<file path="src/rtl/i2c_arbiter_pkg.sv">
// Shared definitions for the I2C requester arbiter: FSM encoding, field widths,
// timeout default and the master-side field bundle.
package i2c_pkg;

  localparam int unsigned NUM_REQ = 4;
  localparam int unsigned GID_W   = 2;
  localparam int unsigned ADDR_W  = 7;
  localparam int unsigned BYTE_W  = 8;
  localparam int unsigned RDATA_W = 16;

  localparam logic [23:0] TIMEOUT_CYC_DEF = 24'd10_000_000;

  typedef enum logic [2:0] {
    StIdle,
    StLatch,
    StRun,
    StCapture,
    StRelease,
    StDone
  } arb_state_e;

  // Everything presented to the I2C master for one transaction.
  typedef struct packed {
    logic [ADDR_W-1:0] addr;
    logic [BYTE_W-1:0] cmd;
    logic              mode;
    logic              num;
    logic              stretch;
    logic [BYTE_W-1:0] wdata;
  } m_fields_t;

  function automatic logic [NUM_REQ-1:0] gid_onehot(input logic [GID_W-1:0] id);
    return {{(NUM_REQ-1){1'b0}}, 1'b1} << id;
  endfunction

endpackage

</file>
<file path="src/rtl/i2c_arbiter_if.sv">
// Requester and I2C-master signal bundle for i2c_arbiter.
// slave: the arbiter's view; master: the environment (requesters + I2C master engine).
interface i2c_arbiter_if;
  import i2c_pkg::*;

  logic [NUM_REQ-1:0]        req;
  logic [NUM_REQ*ADDR_W-1:0] req_addr;
  logic [NUM_REQ*BYTE_W-1:0] req_cmd;
  logic [NUM_REQ*BYTE_W-1:0] req_wdata;
  logic [NUM_REQ-1:0]        req_mode;
  logic [NUM_REQ-1:0]        req_num;
  logic [NUM_REQ-1:0]        req_stretch;
  logic [NUM_REQ-1:0]        ack;
  logic [RDATA_W-1:0]        rdata;
  logic [NUM_REQ-1:0]        err;
  logic                      busy;
  logic [GID_W-1:0]          grant_id;

  logic                      m_set;
  logic [ADDR_W-1:0]         m_addr;
  logic [BYTE_W-1:0]         m_cmd;
  logic                      m_mode;
  logic                      m_num;
  logic                      m_stretch;
  logic [BYTE_W-1:0]         m_wdata;
  logic                      m_finish;
  logic [RDATA_W-1:0]        m_rdata;

  modport slave (
    input  req, req_addr, req_cmd, req_wdata, req_mode, req_num, req_stretch,
    input  m_finish, m_rdata,
    output ack, rdata, err, busy, grant_id,
    output m_set, m_addr, m_cmd, m_mode, m_num, m_stretch, m_wdata
  );

  modport master (
    output req, req_addr, req_cmd, req_wdata, req_mode, req_num, req_stretch,
    output m_finish, m_rdata,
    input  ack, rdata, err, busy, grant_id,
    input  m_set, m_addr, m_cmd, m_mode, m_num, m_stretch, m_wdata
  );

endinterface

</file>
<file path="src/rtl/i2c_arbiter_rr_arb4.sv">
// Combinational 4-way round-robin picker: search starts one past last_grant.
module rr_arb4
  import i2c_pkg::*;
(
  input  logic [NUM_REQ-1:0] req,
  input  logic [GID_W-1:0]   last_grant,
  output logic [GID_W-1:0]   winner,
  output logic               valid
);

  logic [GID_W-1:0] idx;

  // Walk from the farthest candidate to the nearest so the nearest requester wins.
  always_comb begin
    winner = last_grant;
    valid  = 1'b0;
    idx    = '0;
    for (int k = NUM_REQ; k >= 1; k--) begin
      idx = last_grant + GID_W'(k);
      if (req[idx]) begin
        winner = idx;
        valid  = 1'b1;
      end
    end
  end

endmodule

</file>
<file path="src/rtl/i2c_arbiter.sv">
// Round-robin arbiter sharing one I2C master between four requesters.
// Optional RUN-state timeout with sticky per-requester err flags: define I2C_ARB_TIMEOUT_EN.
module i2c_arbiter
  import i2c_pkg::*;
#(
  parameter int unsigned N_REQ       = NUM_REQ,
  parameter logic [23:0] TIMEOUT_CYC = TIMEOUT_CYC_DEF
) (
  input logic          CLK,
  input logic          RST,
  i2c_arbiter_if.slave bus
);

  arb_state_e         state_q;
  logic [GID_W-1:0]   win_q, grant_q, last_grant_q, rr_winner;
  logic               rr_valid, busy_q, m_set_q, timed_out_q, timeout_hit;
  logic [N_REQ-1:0]   ack_q;
  logic [RDATA_W-1:0] rdata_q;
  m_fields_t          m_q, win_fields;

  rr_arb4 u_rr (
    .req        (bus.req),
    .last_grant (last_grant_q),
    .winner     (rr_winner),
    .valid      (rr_valid)
  );

  // Slice the chosen requester's fields out of the packed request buses.
  always_comb begin
    win_fields.addr    = bus.req_addr[int'(win_q)*ADDR_W +: ADDR_W];
    win_fields.cmd     = bus.req_cmd[int'(win_q)*BYTE_W +: BYTE_W];
    win_fields.wdata   = bus.req_wdata[int'(win_q)*BYTE_W +: BYTE_W];
    win_fields.mode    = bus.req_mode[win_q];
    win_fields.num     = bus.req_num[win_q];
    win_fields.stretch = bus.req_stretch[win_q];
  end

`ifdef I2C_ARB_TIMEOUT_EN
  logic [23:0]      run_cnt_q;
  logic [N_REQ-1:0] err_q, req_prev_q;

  // run_cnt_q holds (RUN cycles so far - 1); trip on the cycle that exceeds the limit.
  assign timeout_hit = (state_q == StRun) && !bus.m_finish && (run_cnt_q == TIMEOUT_CYC);

  // RUN-cycle counter and sticky error flags, cleared on each requester's req rise.
  always_ff @(posedge CLK or posedge RST) begin
    if (RST) begin
      run_cnt_q  <= '0;
      err_q      <= '0;
      req_prev_q <= '0;
    end else begin
      req_prev_q <= bus.req;
      run_cnt_q  <= (state_q == StRun) ? run_cnt_q + 24'd1 : '0;
      err_q      <= (err_q & ~(bus.req & ~req_prev_q)) |
                    (timeout_hit ? gid_onehot(grant_q) : '0);
    end
  end

  assign bus.err = err_q;
`else
  logic [23:0] unused_timeout;

  assign unused_timeout = TIMEOUT_CYC;
  assign timeout_hit    = 1'b0;
  assign bus.err        = '0;
`endif

  // Transaction sequencer; all outputs registered.
  always_ff @(posedge CLK or posedge RST) begin
    if (RST) begin
      state_q      <= StIdle;
      win_q        <= '0;
      grant_q      <= '0;
      last_grant_q <= GID_W'(NUM_REQ - 1);
      busy_q       <= 1'b0;
      m_set_q      <= 1'b0;
      m_q          <= '0;
      ack_q        <= '0;
      rdata_q      <= '0;
      timed_out_q  <= 1'b0;
    end else begin
      ack_q <= '0;
      unique case (state_q)
        StIdle: begin
          if (rr_valid) begin
            win_q   <= rr_winner;
            state_q <= StLatch;
          end
        end
        StLatch: begin
          m_q         <= win_fields;
          grant_q     <= win_q;
          busy_q      <= 1'b1;
          m_set_q     <= 1'b1;
          timed_out_q <= 1'b0;
          state_q     <= StRun;
        end
        StRun: begin
          if (bus.m_finish || timeout_hit) begin
            m_set_q     <= 1'b0;
            timed_out_q <= timeout_hit;
            state_q     <= StCapture;
          end
        end
        StCapture: begin
          if (m_q.mode && !timed_out_q) begin
            rdata_q <= bus.m_rdata;
          end
          state_q <= StRelease;
        end
        StRelease: begin
          if (!bus.m_finish) begin
            ack_q   <= gid_onehot(grant_q);
            state_q <= StDone;
          end
        end
        StDone: begin
          last_grant_q <= grant_q;
          busy_q       <= 1'b0;
          state_q      <= StIdle;
        end
        default: state_q <= StIdle;
      endcase
    end
  end

  assign bus.ack       = ack_q;
  assign bus.rdata     = rdata_q;
  assign bus.busy      = busy_q;
  assign bus.grant_id  = grant_q;
  assign bus.m_set     = m_set_q;
  assign bus.m_addr    = m_q.addr;
  assign bus.m_cmd     = m_q.cmd;
  assign bus.m_mode    = m_q.mode;
  assign bus.m_num     = m_q.num;
  assign bus.m_stretch = m_q.stretch;
  assign bus.m_wdata   = m_q.wdata;

endmodule
</file>
<file path="src/flat_wrapper.sv">
// flat-port wrapper written by rule: the top's interface ports become plain ports
module i2c_arbiter_flat import i2c_pkg::*;
#(
  parameter int unsigned N_REQ       = NUM_REQ,
  parameter logic [23:0] TIMEOUT_CYC = TIMEOUT_CYC_DEF
)
  (CLK, RST, bus_req, bus_req_addr, bus_req_cmd, bus_req_wdata, bus_req_mode, bus_req_num, bus_req_stretch, bus_m_finish, bus_m_rdata, bus_ack, bus_rdata, bus_err, bus_busy, bus_grant_id, bus_m_set, bus_m_addr, bus_m_cmd, bus_m_mode, bus_m_num, bus_m_stretch, bus_m_wdata);
  i2c_arbiter_if bus_i ();
  input logic CLK;
  input logic RST;
  input wire logic [$bits(bus_i.req)-1:0] bus_req;
  input wire logic [$bits(bus_i.req_addr)-1:0] bus_req_addr;
  input wire logic [$bits(bus_i.req_cmd)-1:0] bus_req_cmd;
  input wire logic [$bits(bus_i.req_wdata)-1:0] bus_req_wdata;
  input wire logic [$bits(bus_i.req_mode)-1:0] bus_req_mode;
  input wire logic [$bits(bus_i.req_num)-1:0] bus_req_num;
  input wire logic [$bits(bus_i.req_stretch)-1:0] bus_req_stretch;
  input wire logic [$bits(bus_i.m_finish)-1:0] bus_m_finish;
  input wire logic [$bits(bus_i.m_rdata)-1:0] bus_m_rdata;
  output wire logic [$bits(bus_i.ack)-1:0] bus_ack;
  output wire logic [$bits(bus_i.rdata)-1:0] bus_rdata;
  output wire logic [$bits(bus_i.err)-1:0] bus_err;
  output wire logic [$bits(bus_i.busy)-1:0] bus_busy;
  output wire logic [$bits(bus_i.grant_id)-1:0] bus_grant_id;
  output wire logic [$bits(bus_i.m_set)-1:0] bus_m_set;
  output wire logic [$bits(bus_i.m_addr)-1:0] bus_m_addr;
  output wire logic [$bits(bus_i.m_cmd)-1:0] bus_m_cmd;
  output wire logic [$bits(bus_i.m_mode)-1:0] bus_m_mode;
  output wire logic [$bits(bus_i.m_num)-1:0] bus_m_num;
  output wire logic [$bits(bus_i.m_stretch)-1:0] bus_m_stretch;
  output wire logic [$bits(bus_i.m_wdata)-1:0] bus_m_wdata;
  assign bus_i.req = bus_req;
  assign bus_i.req_addr = bus_req_addr;
  assign bus_i.req_cmd = bus_req_cmd;
  assign bus_i.req_wdata = bus_req_wdata;
  assign bus_i.req_mode = bus_req_mode;
  assign bus_i.req_num = bus_req_num;
  assign bus_i.req_stretch = bus_req_stretch;
  assign bus_i.m_finish = bus_m_finish;
  assign bus_i.m_rdata = bus_m_rdata;
  assign bus_ack = bus_i.ack;
  assign bus_rdata = bus_i.rdata;
  assign bus_err = bus_i.err;
  assign bus_busy = bus_i.busy;
  assign bus_grant_id = bus_i.grant_id;
  assign bus_m_set = bus_i.m_set;
  assign bus_m_addr = bus_i.m_addr;
  assign bus_m_cmd = bus_i.m_cmd;
  assign bus_m_mode = bus_i.m_mode;
  assign bus_m_num = bus_i.m_num;
  assign bus_m_stretch = bus_i.m_stretch;
  assign bus_m_wdata = bus_i.m_wdata;
  i2c_arbiter #(.N_REQ(N_REQ), .TIMEOUT_CYC(TIMEOUT_CYC)) u_core (.CLK(CLK), .RST(RST), .bus(bus_i));
endmodule
</file>
<file path="config.mk">
export PLATFORM = sky130hd
export DESIGN_NAME = i2c_arbiter_flat
export DESIGN_NICKNAME = d
export VERILOG_FILES = /design/src/rtl/i2c_arbiter_pkg.sv /design/src/rtl/i2c_arbiter_if.sv /design/src/rtl/i2c_arbiter_rr_arb4.sv /design/src/rtl/i2c_arbiter.sv /design/src/flat_wrapper.sv
export SDC_FILE = /design/constraint.sdc
export NUM_CORES = 1
export LEC_CHECK = 0
export BUFFER_PORTS_ARGS = -buffer_cell sky130_fd_sc_hd__buf_4
export CAP_MARGIN = 20
export CORE_AREA = 2 2 83 85
export CTS_CLUSTER_DIAMETER = 120
export CTS_CLUSTER_SIZE = 24
export DETAILED_ROUTE_END_ITERATION = 7
export DIE_AREA = 0 0 85 87
export GPL_TIMING_DRIVEN = 0
export PLACE_DENSITY = 0.84
export SLEW_MARGIN = 20
export SYNTH_ARGS = -nofsm -noshare
export SYNTH_HDL_FRONTEND = slang
export SYNTH_SLANG_ARGS = --single-unit
</file>
<file path="constraint.sdc">
create_clock -name CLK -period 3.4 [get_ports CLK]
set_input_delay 0.68 -clock CLK [delete_from_list [all_inputs] [get_ports CLK]]
set_output_delay 0.68 -clock CLK [all_outputs]
set_load 0.02 [all_outputs]
</file>
# [Word level (Yosys, flattened, before mapping)]
# Cells that the tools add are included.
[totals] ff_bits=58 input_bits=127
[op_classes] addsub=3 shift=4 mul=1 magnitude_cmp=5 n_mux=31 n_reduce_logical=9 n_eq_ne=8
[op_table] operator="$shiftx 32x6->8" count=2
[op_table] operator="$shiftx 28x6->7" count=1
[op_table] operator="$lt 2x3->1 const B" count=5
[op_table] operator="$pmux 3 s5" count=1
[op_table] operator="$bmux 1 s2" count=7
[op_table] operator="$mux 1" count=12
[op_table] operator="$mux 3" count=3
[op_table] operator="$mux 4" count=2
[op_table] operator="$eq 3x2->1 const B" count=2
[op_table] operator="$eq 3x3->1 const B" count=2
[op_table] operator="$mux 2" count=3
[op_table] operator="$pmux 1 s2" count=3
[op_table] operator="$reduce_and 2->1" count=3
[op_table] operator="$mul 2x3->5 const B" count=1
[op_table] operator="$add 2x2->2 const B" count=2
[op_table] operator="$ne 2x2->1 const B" count=2
[op_table] operator="$reduce_bool 2->1" count=2
[op_table] operator="$shl 1x2->4 const A" count=1
[op_table] operator="$eq 3x1->1 const B" count=1
[op_table] operator="$logic_not 3->1" count=1
[op_table] operator="$reduce_and 3->1" count=1
[op_table] operator="$add 2x1->2 const B" count=1
[op_table] operator="$ne 2x1->1 const B" count=1
[op_table] operator="$logic_and 1x1->1" count=1
[op_table] operator="$logic_not 1->1" count=1

# [Depth between registers and ports, before layout]
[depth] depth_word=8 mapped_depth=6

# [Modules after synthesis]
# Synthesis repeated with hierarchy kept, for this count alone.
[hier_totals] hier_cells=249 hier_area_um2=2965.3
[by_module_without_submodules] module="i2c_arbiter" seq_area_each_um2=1428.9 cells_each=235 area_per_inst_um2=2882.8 n_inst=1
[by_module_without_submodules] module="rr_arb4" seq_area_each_um2=0.0 cells_each=14 area_per_inst_um2=82.6 n_inst=1

# [Worst setup path after synthesis]
# Ideal clock, no wire load.
[synth_path] path_type="reg2reg" start="register u_core.state_q[0]" end="register u_core.win_q[0]" stages_incl_launch_ff=5 path_buffers=1 t_arrival_ns=1.425 slack_ns=1.845 required_ns=3.271 synth_period_minus_slack_ns=1.555 cell_sequence="dfrtp_1 -> buf_6 -> or3_4 -> or2_1 -> o41a_1"
[synth_via] elab_chain_cells=2
[synth_lines] item="start: declaration" line_no="i2c_arbiter.sv:14" source="arb_state_e state_q;"
[synth_lines] item="start signal: assignment" line_no="i2c_arbiter.sv:71" source="state_q <= StIdle;"
[synth_lines] item="start signal: assignment" line_no="i2c_arbiter.sv:87" source="state_q <= StLatch;"
[synth_lines] item="start signal: assignment" line_no="i2c_arbiter.sv:96" source="state_q <= StRun;"
[synth_lines] item="$logic_not 3->1" line_no="i2c_arbiter.sv:83" source="unique case (state_q)"
[synth_lines] item="$reduce_and 2->1 (no line)"
[synth_lines] item="end signal: assignment" line_no="i2c_arbiter.sv:86" source="win_q <= rr_winner;"
[synth_lines] item="end: declaration" line_no="i2c_arbiter.sv:15" source="logic [GID_W-1:0] win_q, grant_q, last_grant_q, rr_winner;"
# Every way passes these cells.
# A chain may end at the register's enable or synchronous reset.

# [Worst setup path in the final report]
[layout_path] start="register u_core.win_q[1]" end="register u_core.m_q, in the netlist u_core.bus.m_wdata[7]"
[layout_via] elab_chain_cells=1
[layout_lines] item="$shiftx 32x6->8" line_no="i2c_arbiter.sv:32" source="win_fields.wdata = bus.req_wdata[int'(win_q)*BYTE_W +: BYTE_W];"
[layout_lines] item="end signal: assignment" line_no="i2c_arbiter.sv:91" source="m_q <= win_fields;"
[layout_lines] item="end: declaration" line_no="i2c_arbiter.sv:19" source="m_fields_t m_q, win_fields;"
# Every way passes these cells.

==> run_summary.xml <==
<?xml version="1.0" encoding="UTF-8"?>
<metrics>
  <group name="run_status">
    <metric name="status" unit="">completed</metric>
  </group>
  <group name="setup_path">
    <metric name="cp.required" unit="ps">3610</metric>
    <metric name="critical_path_arrival" unit="ps">2080</metric>
    <metric name="critical_path.slowest_cell" unit="">clkbuf_1</metric>
    <metric name="ws_path_type" unit="">reg -&gt; reg</metric>
    <metric name="start_kind" unit="">register</metric>
    <metric name="r2r-start" unit="">u_core.win_q[1]$_DFFE_PP0P_</metric>
    <metric name="critPathTopFamily" unit="">buffers and inverters</metric>
    <metric name="critical_path_cell_count" unit="">4</metric>
    <metric name="reg2regPathDepth" unit="">4</metric>
    <metric name="cp_num_buf_inv" unit="">2</metric>
    <metric name="crit_start" unit="">u_core.win_q[1]$_DFFE_PP0P_</metric>
    <metric name="max_stage_delay" unit="ps">410</metric>
    <metric name="cp_max_fo" unit="">10</metric>
    <metric name="sort_of_element_at_the_end_of_the_critical_path" unit="">register</metric>
    <metric name="worstPathCellList" unit="">clkbuf_1 &gt; buf_2 &gt; mux4_2 &gt; mux2_2</metric>
  </group>
  <group name="placement">
    <metric name="dpl.hpwl" unit="um">6170</metric>
    <metric name="finalWeightedCongestion" unit="">0.789</metric>
    <metric name="port_buffers" unit="">176</metric>
    <metric name="post_dp_cell_area" unit="um^2">4380</metric>
  </group>
  <group name="power_and_ir_drop">
    <metric name="cellLeakagePower" unit="nW">2.18</metric>
    <metric name="worst_vdd_rail_ir_drop" unit="mV">0.559</metric>
    <metric name="total_power" unit="W">0.00409</metric>
    <metric name="power_per_cell_area" unit="nW/um^2">891</metric>
  </group>
  <group name="clock_network">
    <metric name="clock_tree.buffer_depth" unit="">2</metric>
    <metric name="clock_network_latency_to_the_later_pin_of_the_worst_skew_pair" unit="ps">330</metric>
    <metric name="cts_setup_buffers" unit="">0</metric>
    <metric name="cts.repair.resized" unit="">0</metric>
    <metric name="tritoncts" unit="">built</metric>
    <metric name="clk_pin_slew_worst_paths" unit="ps">70</metric>
    <metric name="cts_inserted_buffers" unit="">9</metric>
    <metric name="cts.sink_count" unit="">57</metric>
    <metric name="cts.hold.buffers_added" unit="">0</metric>
    <metric name="cts_root_buf" unit="">clkbuf_8</metric>
    <metric name="htree_levels" unit="">3</metric>
  </group>
  <group name="sta">
    <metric name="final_setup_skew" unit="ps">11.9</metric>
    <metric name="totalNegativeSetupSlack" unit="ps">0</metric>
    <metric name="rsz0062_at_grt" unit="">false</metric>
    <metric name="hold_viol" unit="">0</metric>
    <metric name="minimum_hold_slack" unit="ps">471</metric>
    <metric name="slew_viol_final" unit="">0</metric>
    <metric name="report.final.setup_viol" unit="">0</metric>
    <metric name="final.min_clock_period" unit="ps">1870</metric>
    <metric name="headroom_to_the_max_slew_limit" unit="">0.527</metric>
    <metric name="final_min_period_over_clock_period" unit="">0.551</metric>
    <metric name="timing.fmax" unit="MHz">534</metric>
    <metric name="tightest_slew" unit="ps">710</metric>
  </group>
  <group name="floorplan">
    <metric name="die_height" unit="um">87</metric>
    <metric name="chipWidth" unit="um">85</metric>
    <metric name="row_count" unit="">30</metric>
    <metric name="floorplan.initialDensity" unit="">0.448</metric>
    <metric name="io-pin-count" unit="">181</metric>
    <metric name="core-area" unit="um^2">6570</metric>
    <metric name="die_area" unit="um^2">7400</metric>
  </group>
  <group name="drt">
    <metric name="count_of_antenna_violating_nets_left_after_detailed_routing" unit="">0</metric>
    <metric name="route.final.wire_length" unit="um">8040</metric>
    <metric name="vias" unit="">2425</metric>
    <metric name="dr.first_iter.drc_count" unit="">93</metric>
    <metric name="1st_pass_router_iterations" unit="">4</metric>
    <metric name="wire_per_inst" unit="um">17.2</metric>
    <metric name="route.detailed.drc" unit="">0</metric>
    <metric name="viasPerCell" unit="">5.18</metric>
  </group>
  <group name="cells_and_area">
    <metric name="sequential_cell_area" unit="um^2">1430</metric>
    <metric name="layout-drive-gt1-share" unit="">0.735</metric>
    <metric name="multi_input_comb_area" unit="um^2">1400</metric>
    <metric name="utilization" unit="">0.699</metric>
    <metric name="fillCellCount" unit="">488</metric>
    <metric name="antennaDiodeCount" unit="">0</metric>
    <metric name="final_area" unit="um^2">4590</metric>
    <metric name="finish.net_count" unit="">510</metric>
    <metric name="area.growth.synth_to_final" unit="%">55.9</metric>
  </group>
  <group name="yosys">
    <metric name="yosys_warnings" unit="">0</metric>
    <metric name="synth.most_common_cell" unit="">dfrtp_1</metric>
    <metric name="synth_area_per_cell" unit="um^2">15.3</metric>
    <metric name="synth_seq_cells" unit="">57</metric>
    <metric name="yosys-top-cells-area" unit="">dfrtp_1 (47%), mux4_2 (20%), mux2_2 (18%), dfstp_2 (1.8%), buf_6 (1.5%)</metric>
    <metric name="synth_top_area_share" unit="">0.467</metric>
    <metric name="netlist_top_cells_count" unit="">dfrtp_1 (55), mux2_2 (46), mux4_2 (26), nor2_1 (9), buf_2 (7)</metric>
    <metric name="synth_sequential_area_ratio" unit="">0.485</metric>
    <metric name="post_synth_design_cell_area" unit="um^2">2950</metric>
    <metric name="async_flop_share" unit="">1.00</metric>
    <metric name="post_synthesis_instance_total" unit="">193</metric>
    <metric name="dominantRegCellSynth" unit="">dfrtp_1</metric>
    <metric name="netlist-cell-type-count" unit="">33</metric>
    <metric name="yosysTopAreaCell" unit="">dfrtp_1</metric>
    <metric name="synth_enable_flop_cells" unit="">0</metric>
  </group>
  <group name="min_path">
    <metric name="hold_class" unit="">in -&gt; async</metric>
  </group>
  <group name="flow_run">
    <metric name="max-cap-violations" unit="">0</metric>
  </group>
  <group name="global_routing">
    <metric name="grt_use_total" unit="">0.226</metric>
    <metric name="maximum_number_of_pins_on_one_net_before_global_route_repair" unit="">58</metric>
    <metric name="antenna_found_initial" unit="">0</metric>
    <metric name="global_route.overflow_total" unit="">0</metric>
    <metric name="first_global_vias" unit="">2543</metric>
    <metric name="global_route_wire_length_before_repair" unit="um">12700</metric>
  </group>
</metrics>
## registers in the layout (all words and copies together), names as in the netlist
signal	flops
u_core.bus.m_set	1
u_core.bus.m_num	1
u_core.bus.grant_id	2
u_core.bus.rdata	16
u_core.bus.m_stretch	1
u_core.bus.ack	4
u_core.state_q	3
u_core.bus.busy	1
u_core.win_q	2
u_core.bus.m_addr	7
u_core.bus.m_cmd	8
u_core.last_grant_q	2
u_core.bus.m_wdata	8
u_core.bus.m_mode	1
## cells in the final DEF, fill, tap and decap left out
cell type,count
buf_4,181
dfrtp_1,55
mux2_2,46
mux4_2,26
nor2_1,9
clkbuf_8,9
buf_2,7
nand2_1,5
buf_6,4
nand2b_1,4
conb_1,4
o21ai_0,3
a21oi_1,3
clkinv_2,3
clkbuf_1,2
nand3b_1,2
nor3b_1,2
bufinv_16,2
dfstp_2,2
nand4b_2,1
nor4b_1,1
and3_1,1
inv_4,1
nor4_1,1
nor2b_1,1
a221o_1,1
or3_4,1
or2_1,1
mux2i_1,1
o21bai_1,1
o41a_1,1
a21boi_0,1
nor3_1,1
inv_1,1
a211oi_1,1
o41ai_2,1
a21o_1,1
clkinvlp_4,1
## cell families (layout without fill, tap and decap cells)
logic type / after synthesis / after routing / share of synthesized area
simple gates: 30 / 30 / 0.0586
flops: 57 / 57 / 0.485
other cells: 1 / 4 / 0.00127
buf+inv: 19 / 211 / 0.0438
mux: 73 / 73 / 0.378
compound gates: 13 / 13 / 0.0331
## stage by stage
stage,worst slack [ps],cells
detailed placement,1500,452
finish,1530,468
CTS,1490,468
global placement,614,452
floorplan,1320,196
global route,1390,468
## routing by layer
layer	global-route usage	share of wire	up-vias
met2	0.388	0.53	112
met5	0	0	-
met3	0.0550	0.074	18
li1	-	-	1111
met1	0.269	0.37	1184
met4	0.104	0.029	0
## worst paths after layout
check / endpoint / slack (ps)
max in group asynchronous: u_core.bus.m_num$_DFFE_PP0P_ / 2450
hold reg to reg: u_core.bus.busy$_DFFE_PP0P_ / 490
min in group CLK: u_core.bus.busy$_DFFE_PP0P_ / 490
setup / recovery: u_core.bus.m_wdata[7]$_DFFE_PP0P_ / 1530
hold / removal: u_core.bus.rdata[8]$_DFFE_PP0P_ / 470
setup reg to reg: u_core.bus.m_wdata[7]$_DFFE_PP0P_ / 1530
## final cells by class
type	instances	share of cell area
repair buffers	176	0.288
inverters	2	0.00218
flip-flops and latches	57	0.311
plain buffers	17	0.0264
clock inverters	6	0.0180
well taps	80	0.0218
clock buffers	10	0.0278
multi-input cells	120	0.305
## where the power goes
part | switching [W] | internal (W) | leakage [nW] | total (W)
clock | 0.000271 | 0.000409 | 0.106 | 0.000680
combinational | 0.00101 | 0.00119 | 1.40 | 0.00220
sequential | 0.000194 | 0.00102 | 0.673 | 0.00121
(Power assumes the default switching activity.)
